**config.mk**
```make
export PLATFORM = sky130hd
export DESIGN_NAME = regfile_2r1w_sb_flat
export DESIGN_NICKNAME = d
export VERILOG_FILES = /design/src/rtl/regfile_pkg.sv /design/src/rtl/regfile_2r1w_sb_if.sv /design/src/rtl/reg_scoreboard.sv /design/src/rtl/regfile_2r1w_sb.sv /design/src/flat_wrapper.sv
export SDC_FILE = /design/constraint.sdc
export NUM_CORES = 1
export LEC_CHECK = 0
export ABC_AREA = 1
export CORE_ASPECT_RATIO = 1.4
export CORE_MARGIN = 2
export CORE_UTILIZATION = 60
export CTS_CLUSTER_SIZE = 30
export DETAILED_ROUTE_END_ITERATION = 8
export PLACE_DENSITY = 0.83
export SLEW_MARGIN = 15
export SYNTH_ARGS = -nofsm -noshare
export SYNTH_HDL_FRONTEND = slang
export SYNTH_SLANG_ARGS = --single-unit
```
**constraint.sdc**
```tcl
create_clock -name Clk -period 4.6 [get_ports Clk]
set_clock_uncertainty 0.2 [all_clocks]
set_input_delay 0.69 -clock Clk [delete_from_list [all_inputs] [get_ports Clk]]
set_output_delay 0.69 -clock Clk [all_outputs]
set_load 0.005 [all_outputs]
```
**src/rtl/regfile_pkg.sv**
```systemverilog
// Shared types and sizing helpers for the 2R1W register file with scoreboard.
package regfile_pkg;

  localparam int unsigned DEPTH = 8;

  typedef enum logic [1:0] {
    IDLE,
    CLEAR,
    DONE
  } clr_state_t;

  function automatic int unsigned depth_of(input int unsigned addr_w);
    return 32'd1 << addr_w;
  endfunction

endpackage

```
**src/rtl/regfile_2r1w_sb_if.sv**
```systemverilog
// Datapath-side bundle of the register file: write, two reads, reservation and clear control.
interface regfile_2r1w_sb_if #(
  parameter int unsigned DATA_W = 8,
  parameter int unsigned ADDR_W = 3
);
  logic              We;
  logic [ADDR_W-1:0] Wa;
  logic [DATA_W-1:0] Wd;
  logic [ADDR_W-1:0] Ra;
  logic [ADDR_W-1:0] Rb;
  logic [DATA_W-1:0] Rx;
  logic [DATA_W-1:0] Ry;
  logic              Rsv_en;
  logic [ADDR_W-1:0] Rsv_addr;
  logic              Hazard_x;
  logic              Hazard_y;
  logic              Clr_req;
  logic              Busy;
  logic              Clr_done;
  logic              Wr_drop;

  modport master (
    output We, Wa, Wd, Ra, Rb, Rsv_en, Rsv_addr, Clr_req,
    input  Rx, Ry, Hazard_x, Hazard_y, Busy, Clr_done, Wr_drop
  );

  modport slave (
    input  We, Wa, Wd, Ra, Rb, Rsv_en, Rsv_addr, Clr_req,
    output Rx, Ry, Hazard_x, Hazard_y, Busy, Clr_done, Wr_drop
  );
endinterface

```
**src/rtl/reg_scoreboard.sv**
```systemverilog
// Pending-write scoreboard: one bit per entry, set by reservation, cleared by the landing write.
module reg_scoreboard
  import regfile_pkg::*;
#(
  parameter int unsigned ADDR_W  = 3,
  parameter bit          ZERO_R0 = 1'b0
) (
  input  logic              Clk,
  input  logic              Rst,
  input  logic              i_set_en,
  input  logic [ADDR_W-1:0] i_set_addr,
  input  logic              i_clr_en,
  input  logic [ADDR_W-1:0] i_clr_addr,
  input  logic              i_clr_all,
  input  logic [ADDR_W-1:0] i_ra,
  input  logic [ADDR_W-1:0] i_rb,
  output logic              o_haz_x,
  output logic              o_haz_y
);
  localparam int unsigned Depth = depth_of(ADDR_W);

  logic [Depth-1:0] r_pend;
  logic [Depth-1:0] w_pend_d;

  // Set is applied after clear so a new producer wins over the retiring one.
  always_comb begin
    w_pend_d = r_pend;
    if (i_clr_en) w_pend_d[i_clr_addr] = 1'b0;
    if (i_set_en) w_pend_d[i_set_addr] = 1'b1;
    if (i_clr_all) w_pend_d = '0;
    if (ZERO_R0) w_pend_d[0] = 1'b0;
  end

  always_ff @(posedge Clk or posedge Rst) begin
    if (Rst) r_pend <= '0;
    else     r_pend <= w_pend_d;
  end

  assign o_haz_x = r_pend[i_ra] && !(i_clr_en && (i_clr_addr == i_ra));
  assign o_haz_y = r_pend[i_rb] && !(i_clr_en && (i_clr_addr == i_rb));

endmodule

```
**src/rtl/regfile_2r1w_sb.sv**
```systemverilog
// 2-read/1-write register file with write-first bypass, optional zero R0,
// hazard scoreboard and a one-entry-per-cycle soft-clear engine.
module regfile_2r1w_sb
  import regfile_pkg::*;
#(
  parameter int unsigned DATA_W  = 8,
  parameter int unsigned ADDR_W  = 3,
  parameter bit          ZERO_R0 = 1'b0
) (
  input logic               Clk,
  input logic               Rst,
  regfile_2r1w_sb_if.slave  bus
);
  localparam int unsigned Depth = depth_of(ADDR_W);
  localparam int unsigned IdxW  = ADDR_W + 1;

  logic [DATA_W-1:0] r_mem [Depth];
  clr_state_t        r_state;
  logic [IdxW-1:0]   r_idx;
  logic              r_clr_done;
  logic              r_wr_drop;

  logic w_busy, w_wr_acc, w_wr_mem, w_clr_start, w_rsv_set;

  assign w_busy      = (r_state == CLEAR);
  assign w_wr_acc    = bus.We && !w_busy;
  assign w_wr_mem    = w_wr_acc && !(ZERO_R0 && (bus.Wa == '0));
  assign w_clr_start = (r_state == IDLE) && bus.Clr_req;
  assign w_rsv_set   = bus.Rsv_en && !w_busy;

  always_ff @(posedge Clk or posedge Rst) begin
    if (Rst) begin
      r_state    <= IDLE;
      r_idx      <= '0;
      r_clr_done <= 1'b0;
      r_wr_drop  <= 1'b0;
    end else begin
      r_clr_done <= 1'b0;
      r_wr_drop  <= bus.We && w_busy;
      unique case (r_state)
        IDLE: begin
          if (bus.Clr_req) begin
            r_state <= CLEAR;
            r_idx   <= '0;
          end
        end
        CLEAR: begin
          r_idx <= r_idx + 1'b1;
          if (r_idx == IdxW'(Depth - 1)) begin
            r_state    <= DONE;
            r_clr_done <= 1'b1;
          end
        end
        DONE:    r_state <= IDLE;
        default: r_state <= IDLE;
      endcase
    end
  end

  always_ff @(posedge Clk or posedge Rst) begin
    if (Rst) begin
      for (int unsigned i = 0; i < Depth; i++) r_mem[i] <= '0;
    end else if (w_busy) begin
      r_mem[r_idx[ADDR_W-1:0]] <= '0;
    end else if (w_wr_mem) begin
      r_mem[bus.Wa] <= bus.Wd;
    end
  end

  always_comb begin
    bus.Rx = r_mem[bus.Ra];
    if (w_wr_mem && (bus.Wa == bus.Ra)) bus.Rx = bus.Wd;
    if (Rst || w_busy || (ZERO_R0 && (bus.Ra == '0))) bus.Rx = '0;
    bus.Ry = r_mem[bus.Rb];
    if (w_wr_mem && (bus.Wa == bus.Rb)) bus.Ry = bus.Wd;
    if (Rst || w_busy || (ZERO_R0 && (bus.Rb == '0))) bus.Ry = '0;
  end

  reg_scoreboard #(
    .ADDR_W  (ADDR_W),
    .ZERO_R0 (ZERO_R0)
  ) u_scoreboard (
    .Clk        (Clk),
    .Rst        (Rst),
    .i_set_en   (w_rsv_set),
    .i_set_addr (bus.Rsv_addr),
    .i_clr_en   (w_wr_acc),
    .i_clr_addr (bus.Wa),
    .i_clr_all  (w_clr_start),
    .i_ra       (bus.Ra),
    .i_rb       (bus.Rb),
    .o_haz_x    (bus.Hazard_x),
    .o_haz_y    (bus.Hazard_y)
  );

  assign bus.Busy     = w_busy;
  assign bus.Clr_done = r_clr_done;
  assign bus.Wr_drop  = r_wr_drop;

endmodule

```
**src/flat_wrapper.sv**
```systemverilog
// flat-port wrapper written by rule: the top's interface ports become plain ports
module regfile_2r1w_sb_flat import regfile_pkg::*;
#(
  parameter int unsigned DATA_W  = 8,
  parameter int unsigned ADDR_W  = 3,
  parameter bit          ZERO_R0 = 1'b0
)
  (Clk, Rst, bus_We, bus_Wa, bus_Wd, bus_Ra, bus_Rb, bus_Rsv_en, bus_Rsv_addr, bus_Clr_req, bus_Rx, bus_Ry, bus_Hazard_x, bus_Hazard_y, bus_Busy, bus_Clr_done, bus_Wr_drop);
  regfile_2r1w_sb_if #(.DATA_W(DATA_W), .ADDR_W(ADDR_W)) bus_i ();
  input logic Clk;
  input logic Rst;
  input wire logic [$bits(bus_i.We)-1:0] bus_We;
  input wire logic [$bits(bus_i.Wa)-1:0] bus_Wa;
  input wire logic [$bits(bus_i.Wd)-1:0] bus_Wd;
  input wire logic [$bits(bus_i.Ra)-1:0] bus_Ra;
  input wire logic [$bits(bus_i.Rb)-1:0] bus_Rb;
  input wire logic [$bits(bus_i.Rsv_en)-1:0] bus_Rsv_en;
  input wire logic [$bits(bus_i.Rsv_addr)-1:0] bus_Rsv_addr;
  input wire logic [$bits(bus_i.Clr_req)-1:0] bus_Clr_req;
  output wire logic [$bits(bus_i.Rx)-1:0] bus_Rx;
  output wire logic [$bits(bus_i.Ry)-1:0] bus_Ry;
  output wire logic [$bits(bus_i.Hazard_x)-1:0] bus_Hazard_x;
  output wire logic [$bits(bus_i.Hazard_y)-1:0] bus_Hazard_y;
  output wire logic [$bits(bus_i.Busy)-1:0] bus_Busy;
  output wire logic [$bits(bus_i.Clr_done)-1:0] bus_Clr_done;
  output wire logic [$bits(bus_i.Wr_drop)-1:0] bus_Wr_drop;
  assign bus_i.We = bus_We;
  assign bus_i.Wa = bus_Wa;
  assign bus_i.Wd = bus_Wd;
  assign bus_i.Ra = bus_Ra;
  assign bus_i.Rb = bus_Rb;
  assign bus_i.Rsv_en = bus_Rsv_en;
  assign bus_i.Rsv_addr = bus_Rsv_addr;
  assign bus_i.Clr_req = bus_Clr_req;
  assign bus_Rx = bus_i.Rx;
  assign bus_Ry = bus_i.Ry;
  assign bus_Hazard_x = bus_i.Hazard_x;
  assign bus_Hazard_y = bus_i.Hazard_y;
  assign bus_Busy = bus_i.Busy;
  assign bus_Clr_done = bus_i.Clr_done;
  assign bus_Wr_drop = bus_i.Wr_drop;
  regfile_2r1w_sb #(.DATA_W(DATA_W), .ADDR_W(ADDR_W), .ZERO_R0(ZERO_R0)) u_core (.Clk(Clk), .Rst(Rst), .bus(bus_i));
endmodule
```
# Word level (Yosys, flattened, before mapping)
# Index checks and enable logic that the tools add are counted.
[totals]
regBits = 80
input_bits = 25
out_inout_bits = 21
word_cells = 97
[op_classes]
add_sub_neg = 1
n_lt_le_gt_ge = 12
n_eq_ne = 6
n_mux = 35
bitwise_logic = 9
n_reduce_logical = 21
[op_table]
columns = ["op", "count"]
rows = [
  ["2-to-1 mux 64 bit", 2],
  ["2-to-1 mux 8 bit", 13],
  ["AND 64 bit", 1],
  ["bitwise mux 64 bit", 1],
  ["NOT 64 bit", 1],
  ["binary-select mux 8 bit (select 3 bit)", 2],
  ["demux 8 bit (select 3 bit)", 2],
  [">= comparator 4 bit, second input constant", 4],
  ["less-than comparator 3 x 4 -> 1 bit, second input constant", 4],
  ["NOT 3 -> 4 bit", 4],
  ["logical AND 1 bit", 12],
  ["AND 8 bit", 1],
  ["less-than comparator 4 x 1 -> 1 bit, second input constant", 2],
  ["NOT 8 bit", 1],
  ["OR 8 bit", 1],
  ["one-hot mux 4 bit (2 select lines)", 1],
  ["binary-select mux 1 bit (select 3 bit)", 2],
  ["demux 1 bit (select 3 bit)", 2],
  ["equality test 3 bit", 2],
  [">= comparator 3 x 1 -> 1 bit, second input constant", 2],
  ["2-to-1 mux 1 bit", 6],
  ["adder 4 x 1 -> 4 bit, second input constant", 1],
  ["equality test 4 x 3 -> 1 bit, second input constant", 1],
  ["2-to-1 mux 2 bit", 2],
  ["9 further kinds", 14],
]

# Depth between registers and ports, before layout
# Gate-level depths: netlist (run 1).
[logic_depth]
word_depth = 10
depth_mapped = 9

# Cells and area by module
# From an unflattened synthesis (run 1), not the netlist that was laid out.
[hier_totals]
hier_cells = 768
hier_area_um2 = 5327.6
[by_module_without_submodules]
columns = ["mod", "n_inst", "cells_per_inst", "area_each_um2", "seq_area_each_um2"]
rows = [
  ["regfile_2r1w_sb", 1, 654, 4667.0, 1801.7],
  ["reg_scoreboard", 1, 114, 660.6, 200.2],
]

# Least setup slack after synthesis (run 1)
# Ideal clock, no wire load.
[synth_path]
path_type = "input port to output port"
start = "input port bus_Wa[0]"
end = "output port bus_Ry[3]"
arrival_time_ns = 1.517
t_required_ns = 3.710
setup_slack_ns = 2.193
cell_stages = 9
path_buffers = 1
cell_sequence = "buf_4 inv_1 nand2_1 nand2_1 nor2_4 nand2_2 inv_2 nor2_1 nor2_1"
[synth_via]
elab_chain_cells = 4
[synth_rtl]
columns = ["item", "line_no", "text"]
rows = [
  ["start: declaration", "flat_wrapper.sv:13", "input wire logic [$bits(bus_i.Wa)-1:0] bus_Wa;"],
  ["equality test 3 bit", "regfile_2r1w_sb.sv:75", "if (w_wr_mem && (bus.Wa == bus.Rb)) bus.Ry = bus.Wd;"],
  ["logical AND 1 bit", "regfile_2r1w_sb.sv:75", ""],
  ["2-to-1 mux 8 bit", "regfile_2r1w_sb.sv:75", ""],
  ["2-to-1 mux 8 bit", "regfile_2r1w_sb.sv:76", "if (Rst || w_busy || (ZERO_R0 && (bus.Rb == '0))) bus.Ry = '0;"],
  ["end: declaration", "flat_wrapper.sv:21", "output wire logic [$bits(bus_i.Ry)-1:0] bus_Ry;"],
]
# No other way between the ends.

# Final worst setup path (run 1)
[layout_path]
start = "input port bus_Rb[2]"
end = "output port bus_Ry[5]"
[layout_via]
elab_chain_cells = 6
[layout_rtl]
columns = ["item", "line_no", "text"]
rows = [
  ["start: declaration", "flat_wrapper.sv:16", "input wire logic [$bits(bus_i.Rb)-1:0] bus_Rb;"],
  ["NOT 3 -> 4 bit (implied by the code)", "regfile_2r1w_sb.sv:74", "bus.Ry = r_mem[bus.Rb];"],
  ["binary-select mux 8 bit (select 3 bit)", "regfile_2r1w_sb.sv:74", ""],
  ["2-to-1 mux 8 bit (implied by the code) (2 in series)", "regfile_2r1w_sb.sv:74", ""],
  ["2-to-1 mux 8 bit *", "regfile_2r1w_sb.sv:75", ""],
  ["2-to-1 mux 8 bit *", "regfile_2r1w_sb.sv:76", ""],
]
# Mark *: on every way between the ends. The rest lies on a longest branch, timed or not. The select of a mux whose other input is x is not followed.

==> reports/qor.csv, run 1 <==
stage,metric,value,unit
worst_setup_path,slowest_delay,0.90,ns
sta,fmax,250,MHz
synthesis,synth-xor-area-share,0.00177,
sta,period_share,0.868,
worst_setup_path,path_max_fanout,15,
synthesis,synth_top_family_by_area,simple AND/OR/NAND/NOR gates,
synthesis,yosysWarnings,0,
global_routing,overflow,0,
worst_setup_path,crit_type,input pin to output port,
global_routing,grt_antenna_before_repair,0,
sta,rsz0062_at_grt,false,
cells_and_area,design_area,0.00574,mm2
synthesis,syn_avg_cell_area,6.88,um2
synthesis,synth_common_cells,"nand2_1 (232), nand3_1 (121), dfrtp_1 (80)",
sta,layout_min_cycle_time,3.99,ns
sta,slew_headroom,0.531,
power_and_ir_drop,power.total,3.05,mW
worst_setup_path,crit_slowest_cell,clkdlybuf4s50_1,
sta,slew_violations,0,
synthesis,syn_nets,746,
global_routing,grt_max_degree,51,
floorplan,rows,39,
power_and_ir_drop,intPower,1.80,mW
clocking,ctsResizeCount,0,
place,io_buffers,45,
hold_path,hold_class,register to register,
place,postPlaceCellArea,0.00546,mm2
clocking,htree_levels,3,
clocking,cts_sinks,80,
power_and_ir_drop,p_leak,2.60,nW
global_routing,grt_pass1_wl,26000,um
worst_setup_path,critPathBufInv,4,
floorplan,coreArea,0.00810,mm2
drt,firstDrtPassIters,7,
worst_setup_path,worstPathRequired,3.71,ns
sta,setup_slack,0.608,ns
synthesis,synth_area_leaders,"dfrtp_1 (40%), nand2_1 (18%), nand3_1 (12%), o22ai_1 (5.2%), nor2_1 (4.8%)",
worst_setup_path,start_kind,input pin,
worst_setup_path,crit_family,buffers and inverters,
synthesis,synthAdderAreaFrac,0.00252,
power_and_ir_drop,pwr-share-seq,0.409,
clocking,ctsLongestPathBuffers,2,
place,routabilityCongestion,1.04,
worst_setup_path,cp_cell_sequence,"clkdlybuf4s50_1, inv_2, nand2_1, nand2_1, nor2_4, nand2_2, inv_2, nor2_1, nor2_1, clkdlybuf4s50_1",
synthesis,synthMuxAreaShare,0,
clocking,cts_made_buffers,9,
worst_setup_path,arrival,3.10,ns
power_and_ir_drop,p_comb_frac,0.366,
worst_setup_path,worst_setup_path_end_kind,output port,
drt,totalWireLength,16400,um
power_and_ir_drop,p_switching,1.25,mW
synthesis,yosysMostFrequentCell,nand2_1,
global_routing,grt.total_usage,0.377,
synthesis,netlist.area_leader.share,0.404,
cells_and_area,finalNetCount,786,
cells_and_area,n_antenna_cell,0,
cells_and_area,drive_gt1_frac,0.0785,
clocking,cts_hold_buf,0,
outcome,status,"complete, no violations",
power_and_ir_drop,switching_share,0.410,
floorplan,fp.dieArea,0.00901,mm2
clocking,root_buffer,clkbuf_16,
clocking,cts_tree,yes,
synthesis,synth_flop_cell,dfrtp_1,
sta,setup_violations,0,
synthesis,async_reset_ff_frac,1.00,
synthesis,synth_simple_gate_area_frac,0.385,
synthesis,synth_edf_count,0,
synthesis,yosysTopAreaCell,dfrtp_1,
drt,wl_per_cell,18.9,um
sta,worstMarginPinSlew,0.704,ns
floorplan,die_height,112,um
drt,drt_iter0_markers,685,
global_routing,grt_pass1_vias,5109,
synthesis,synth_compound_area_frac,0.117,
sta,fin_tns_setup,0,ns
power_and_ir_drop,max-vdd-ir-drop,0.410,mV
synthesis,synth_area,0.00496,mm2
floorplan,start_util,0.612,
place,pre_cts_ws,0.698,ns
drt,vias_per_cell,6.16,
cells_and_area,synthToLayoutAreaGrowth,15.8,%
drt,ant_nets,0,
synthesis,synth-seq-cells,80,
synthesis,synth.distinct_cells,28,
drt,vias,5338,
job,drv_cap,0,
clocking,cts_setup_buffers,0,
sta,hold_viol,0,
power_and_ir_drop,powerDensity,531,mW/mm2
synthesis,ys_seq_area_frac,0.404,
power_and_ir_drop,power_frac_clock,0.225,
clocking,clk_pin_slew,0.06,ns
drt,drc,0,
synthesis,netlist_instances,720,
floorplan,ios,46,
place,hpwl,11300,um
floorplan,die_w,80.8,um
clocking,worst_skew_pair.late_latency,0.34,ns
-- worst reg2reg max path, delay by kind of cell, from the launching register on --
| kind | cells | cell delay [ns] |
|---|---|---|
| buffers and inverters | 2 | 0.25 |
| DFF | 1 | 0.40 |
| and+or+nand+nor | 3 | 0.65 |
| AOI/OAI and AO/OA | 2 | 0.41 |
-- area by class of cell --
type / instances / area, um2
timing repair buffer: 57 / 541
clock inverter: 5 / 41.3
clock buffer: 10 / 239
fill: 723 / 2360
sequential: 80 / 2000
multi-input combinational: 537 / 2510
inverter: 75 / 283
tap: 102 / 128
-- power by group through the flow --
stage	clock, mW	combinational [mW]	sequential (mW)
CTS	0.680	1.10	1.23
detailed placement	0	1.10	1.24
floorplan	0	0.803	1.16
global placement	0	1.06	1.23
global route	0.713	1.24	1.28
finish	0.686	1.11	1.25
-- cell families after synthesis --
family	Yosys count
xor+xnor	1
simple gates	441
compound gates	94
flops	80
fa+ha+maj	1
buf+inv	103
-- metal layers --
metal	vias up	global-route usage	wire (um)
met5	-	0	0
met4	0	0.211	1050
met3	92	0.0551	1780
met2	390	0.579	7420
met1	2419	0.508	6150
li1	2437	-	-
-- sequential cells by signal (all words and copies together), names as in the netlist --
signal and count:
u_core.r_state 2, u_core.u_scoreboard.r_pend 8, u_core.bus.Wr_drop 1, u_core.r_mem 64
u_core.bus.Clr_done 1, u_core.r_idx 4
-- stage by stage --
| stage | instances | utilization | hold slack [ns] |
|---|---|---|---|
| 3_5_place_dp | 851 | 0.674 | 0.298 |
| 6_report | 866 | 0.709 | 0.313 |
| 2_1_floorplan | 720 | - | 0.262 |
| 3_3_place_gp | 851 | 0.674 | 0.294 |
| 5_1_grt | 866 | 0.709 | 0.356 |
| 4_1_cts | 866 | 0.709 | 0.314 |
-- path summary, 6_finish.rpt --
kind / startpoint / end / slack [ns] / cells past startpoint
worst max-delay path: bus_Rb[2] / bus_Ry[5] / 0.61 / 10
worst min-delay path: u_core.r_mem[17]$_DFFE_PP0P_ / u_core.r_mem[17]$_DFFE_PP0P_ / 0.31 / 2
worst max register to register: u_core.r_state[1]$_DFFE_PP0P_ / u_core.r_mem[40]$_DFFE_PP0P_ / 2.56 / 7
worst min register to register: u_core.r_mem[17]$_DFFE_PP0P_ / u_core.r_mem[17]$_DFFE_PP0P_ / 0.31 / 2
max in group asynchronous: Rst / u_core.r_mem[59]$_DFFE_PP0P_ / 2.52 / 3
min in group asynchronous: Rst / u_core.r_idx[0]$_DFFE_PP0P_ / 0.59 / 2
-- layout by cell type (no fill, tap or decap), types with 2 or more instances in the layout --
cell and n:
o22ai_1 41, dfrtp_1 80, buf_4 12, nand2_1 232
nor3_1 2, o21ai_0 34, nor2_4 5, nand2_2 9
nand4_1 6, inv_1 58, clkinv_2 2, inv_2 8
a21oi_2 2, clkdlybuf4s50_1 45, nor2_1 63, clkinv_1 8
nand3_1 121, a21oi_1 11, o21ai_4 4, clkbuf_16 9
No activity file was read; power rests on OpenSTA's default activity.
==> inputs of run 2 (changes only) <==
--- a/config.mk
+++ b/config.mk
@@ -12,6 +12,7 @@
 export CTS_CLUSTER_SIZE = 30
 export DETAILED_ROUTE_END_ITERATION = 8
 export PLACE_DENSITY = 0.83
+export RECOVER_POWER = 25
 export SLEW_MARGIN = 15
 export SYNTH_ARGS = -nofsm -noshare
 export SYNTH_HDL_FRONTEND = slang
==> reports/qor.csv, run 2 (same netlist as run 1, synthesis figures left out) <==
stage,metric,value,unit,change
clocking,root_buffer,clkbuf_16,,
cells_and_area,layout_common_cells,"nand2_1 (235), nand3_1 (121), dfrtp_1 (80)",,
place,hpwl,11300,um,unchanged
cells_and_area,largest-register,u_core.r_mem,,
worst_setup_path,reg2reg_from,u_core.r_state[1]$_DFFE_PP0P_,,
outcome,violations,design-rule violations,,
job,drv_cap,0,,unchanged
power_and_ir_drop,max-vdd-ir-drop,0.411,mV,+0.30%
worst_setup_path,cp.depth,10,,unchanged
worst_setup_path,worst_setup_path_end_kind,output port,,
sta,fmax,251,MHz,+0.12%
global_routing,overflow,0,,unchanged
worst_setup_path,reg2regPathDepth,7,,unchanged
hold_path,min_path_cells,2,,unchanged
clocking,cts_sinks,80,,unchanged
floorplan,start_util,0.612,,unchanged
drt,ant_nets,0,,unchanged
hold_path,hold_class,register to register,,
hold_path,min_to,u_core.r_mem[17]$_DFFE_PP0P_,,
sta,slew_headroom,0.199,,-0.332
sta,period_share,0.867,,-0.00105
place,postPlaceCellArea,0.00546,mm2,unchanged
place,routabilityCongestion,1.04,,unchanged
worst_setup_path,crit_slowest_cell,clkdlybuf4s50_1,,
clocking,cts_tree,yes,,
worst_setup_path,arrival,3.10,ns,about the same
cells_and_area,largest_reg_flops,64,,unchanged
worst_setup_path,path_max_fanout,15,,unchanged
cells_and_area,design_area,0.00572,mm2,-0.41%
cells_and_area,finalNetCount,786,,unchanged
cells_and_area,drive_gt1_frac,0.0720,,-0.00654
global_routing,grt.total_usage,0.377,,unchanged
worst_setup_path,crit_family,buffers and inverters,,
clocking,worst_skew_pair.late_latency,0.34,ns,about the same
clocking,htree_levels,3,,unchanged
sta,hold_viol,0,,unchanged
drt,drc,1,,+1
drt,totalWireLength,16300,um,-0.51%
hold_path,hp-start,u_core.r_mem[17]$_DFFE_PP0P_,,
sta,slew_violations,0,,unchanged
sta,fin_tns_setup,0,ns,unchanged
worst_setup_path,r2r_end,u_core.r_mem[13]$_DFFE_PP0P_,,
floorplan,coreArea,0.00810,mm2,unchanged
floorplan,ios,46,,unchanged
power_and_ir_drop,powerDensity,530,mW/mm2,about the same
worst_setup_path,start_kind,input pin,,
clocking,clk_pin_slew,0.06,ns,about the same
place,pre_cts_ws,0.698,ns,unchanged
worst_setup_path,slowest_delay,0.90,ns,about the same
sta,layout_min_cycle_time,3.99,ns,-0.00482 ns
drt,wl_per_cell,18.8,um,-0.51%
worst_setup_path,critPathBufInv,4,,unchanged
clocking,cts_made_buffers,9,,unchanged
floorplan,fp.dieArea,0.00901,mm2,unchanged
drt,drt_iter0_markers,716,,+4.5%
worst_setup_path,worstPathRequired,3.71,ns,about the same
sta,worstMarginPinSlew,1.20,ns,+0.496 ns
worst_setup_path,r2r_slack,2.11,ns,-0.45 ns
sta,setup_violations,0,,unchanged
cells_and_area,final_common_cell,nand2_1,,
global_routing,grt_max_degree,51,,unchanged
cells_and_area,top_regs,"u_core.r_mem: 64 flops, u_core.u_scoreboard.r_pend: 8 flops, u_core.r_idx: 4 flops",,
clocking,cts_setup_buffers,0,,unchanged
worst_setup_path,cp_cell_sequence,"clkdlybuf4s50_1, inv_2, nand2_1, nand2_1, nor2_4, nand2_2, inv_2, nor2_1, nor2_1, clkdlybuf4s50_1",,
sta,setup_slack,0.613,ns,+0.00482 ns
outcome,status,finished with violations,,
cells_and_area,synthToLayoutAreaGrowth,15.3,%,
global_routing,grt_antenna_before_repair,0,,unchanged
floorplan,die_height,112,um,unchanged
drt,firstDrtPassIters,7,,unchanged
global_routing,grt_pass1_wl,26000,um,unchanged
place,io_buffers,45,,unchanged
power_and_ir_drop,p_leak,2.59,nW,-0.17%
clocking,ctsResizeCount,0,,unchanged
global_routing,grt_pass1_vias,5109,,unchanged
drt,vias_per_cell,6.15,,-0.19%
floorplan,die_w,80.8,um,unchanged
floorplan,rows,39,,unchanged
drt,vias,5328,,-0.19%
cells_and_area,n_antenna_cell,0,,unchanged
sta,rsz0062_at_grt,false,,
clocking,cts_hold_buf,0,,unchanged
clocking,ctsLongestPathBuffers,2,,unchanged
worst_setup_path,crit_type,input pin to output port,,
[run 2: changes by cell type in the layout (fill, tap and decap cells not counted), sizes merged]
cell / change
clkdlybuf4s50: -5
dlygate4sd3: +5
[run 2: worst max path at each step]
stage | start | slack, ns | end
final | bus_Rb[2] | 0.61 | bus_Ry[5]
after global routing | bus_Rb[2] | 0.49 | bus_Ry[2]
after CTS | bus_Rb[2] | 0.69 | bus_Ry[1]
after detailed placement | bus_Rb[2] | 0.70 | bus_Ry[1]
after global placement | bus_Rb[2] | 0.74 | bus_Ry[0]
after floorplan | Rst | 1.66 | u_core.bus.Clr_done$_DFF_PP0_
[run 2: report_power, final]
group / leakage (nW) / switching, mW / internal [mW]
combinational: 1.38 / 0.676 / 0.425
sequential: 1.08 / 0.265 / 0.983
clock: 0.137 / 0.300 / 0.383
[run 2: final cells by class]
class	instances	area (um2)
Timing Repair Buffer	57	541
Inverter	75	283
Clock inverter	5	41.3
Sequential cell	80	2000
Multi-Input combinational cell	537	2480
Fill cell	728	2380
Clock buffer	10	239
Tap cell	102	128
[run 2: per-stage QoR]
| stage | power (mW) | cells | hold WS [ns] | util |
|---|---|---|---|---|
| 2_1_floorplan | 1.96 | 720 | 0.262 | - |
| 3_3_place_gp | 2.29 | 851 | 0.294 | 0.674 |
| 3_5_place_dp | 2.33 | 851 | 0.298 | 0.674 |
| 6_report | 3.03 | 866 | 0.316 | 0.706 |
| 5_1_grt | 3.22 | 866 | 0.356 | 0.706 |
| 4_1_cts | 3.01 | 866 | 0.314 | 0.709 |
[run 2: layer usage]
metal | routed length [um] | vias to the layer above | global-route usage
li1 | - | 2436 | -
met5 | 0 | - | 0
met2 | 7450 | 376 | 0.579
met4 | 977 | 0 | 0.211
met1 | 6290 | 2439 | 0.508
met3 | 1600 | 77 | 0.0551
[run 2: worst register-to-register path: cells and delay by family (launching register included)]
| kind | cells | cell delay [ns] |
|---|---|---|
| buffers and inverters | 2 | 0.24 |
| and+or+nand+nor | 3 | 0.79 |
| DFF | 1 | 0.42 |
| AOI/OAI and AO/OA | 2 | 0.76 |
==> inputs of run 3 (changes only) <==
--- a/config.mk
+++ b/config.mk
@@ -6,6 +6,7 @@
 export NUM_CORES = 1
 export LEC_CHECK = 0
 export ABC_AREA = 1
+export CAP_MARGIN = 25
 export CORE_ASPECT_RATIO = 1.4
 export CORE_MARGIN = 2
 export CORE_UTILIZATION = 60
==> results of run 3 <==
Same layout as run 2: the final DEF is identical, and so are final timing and power.
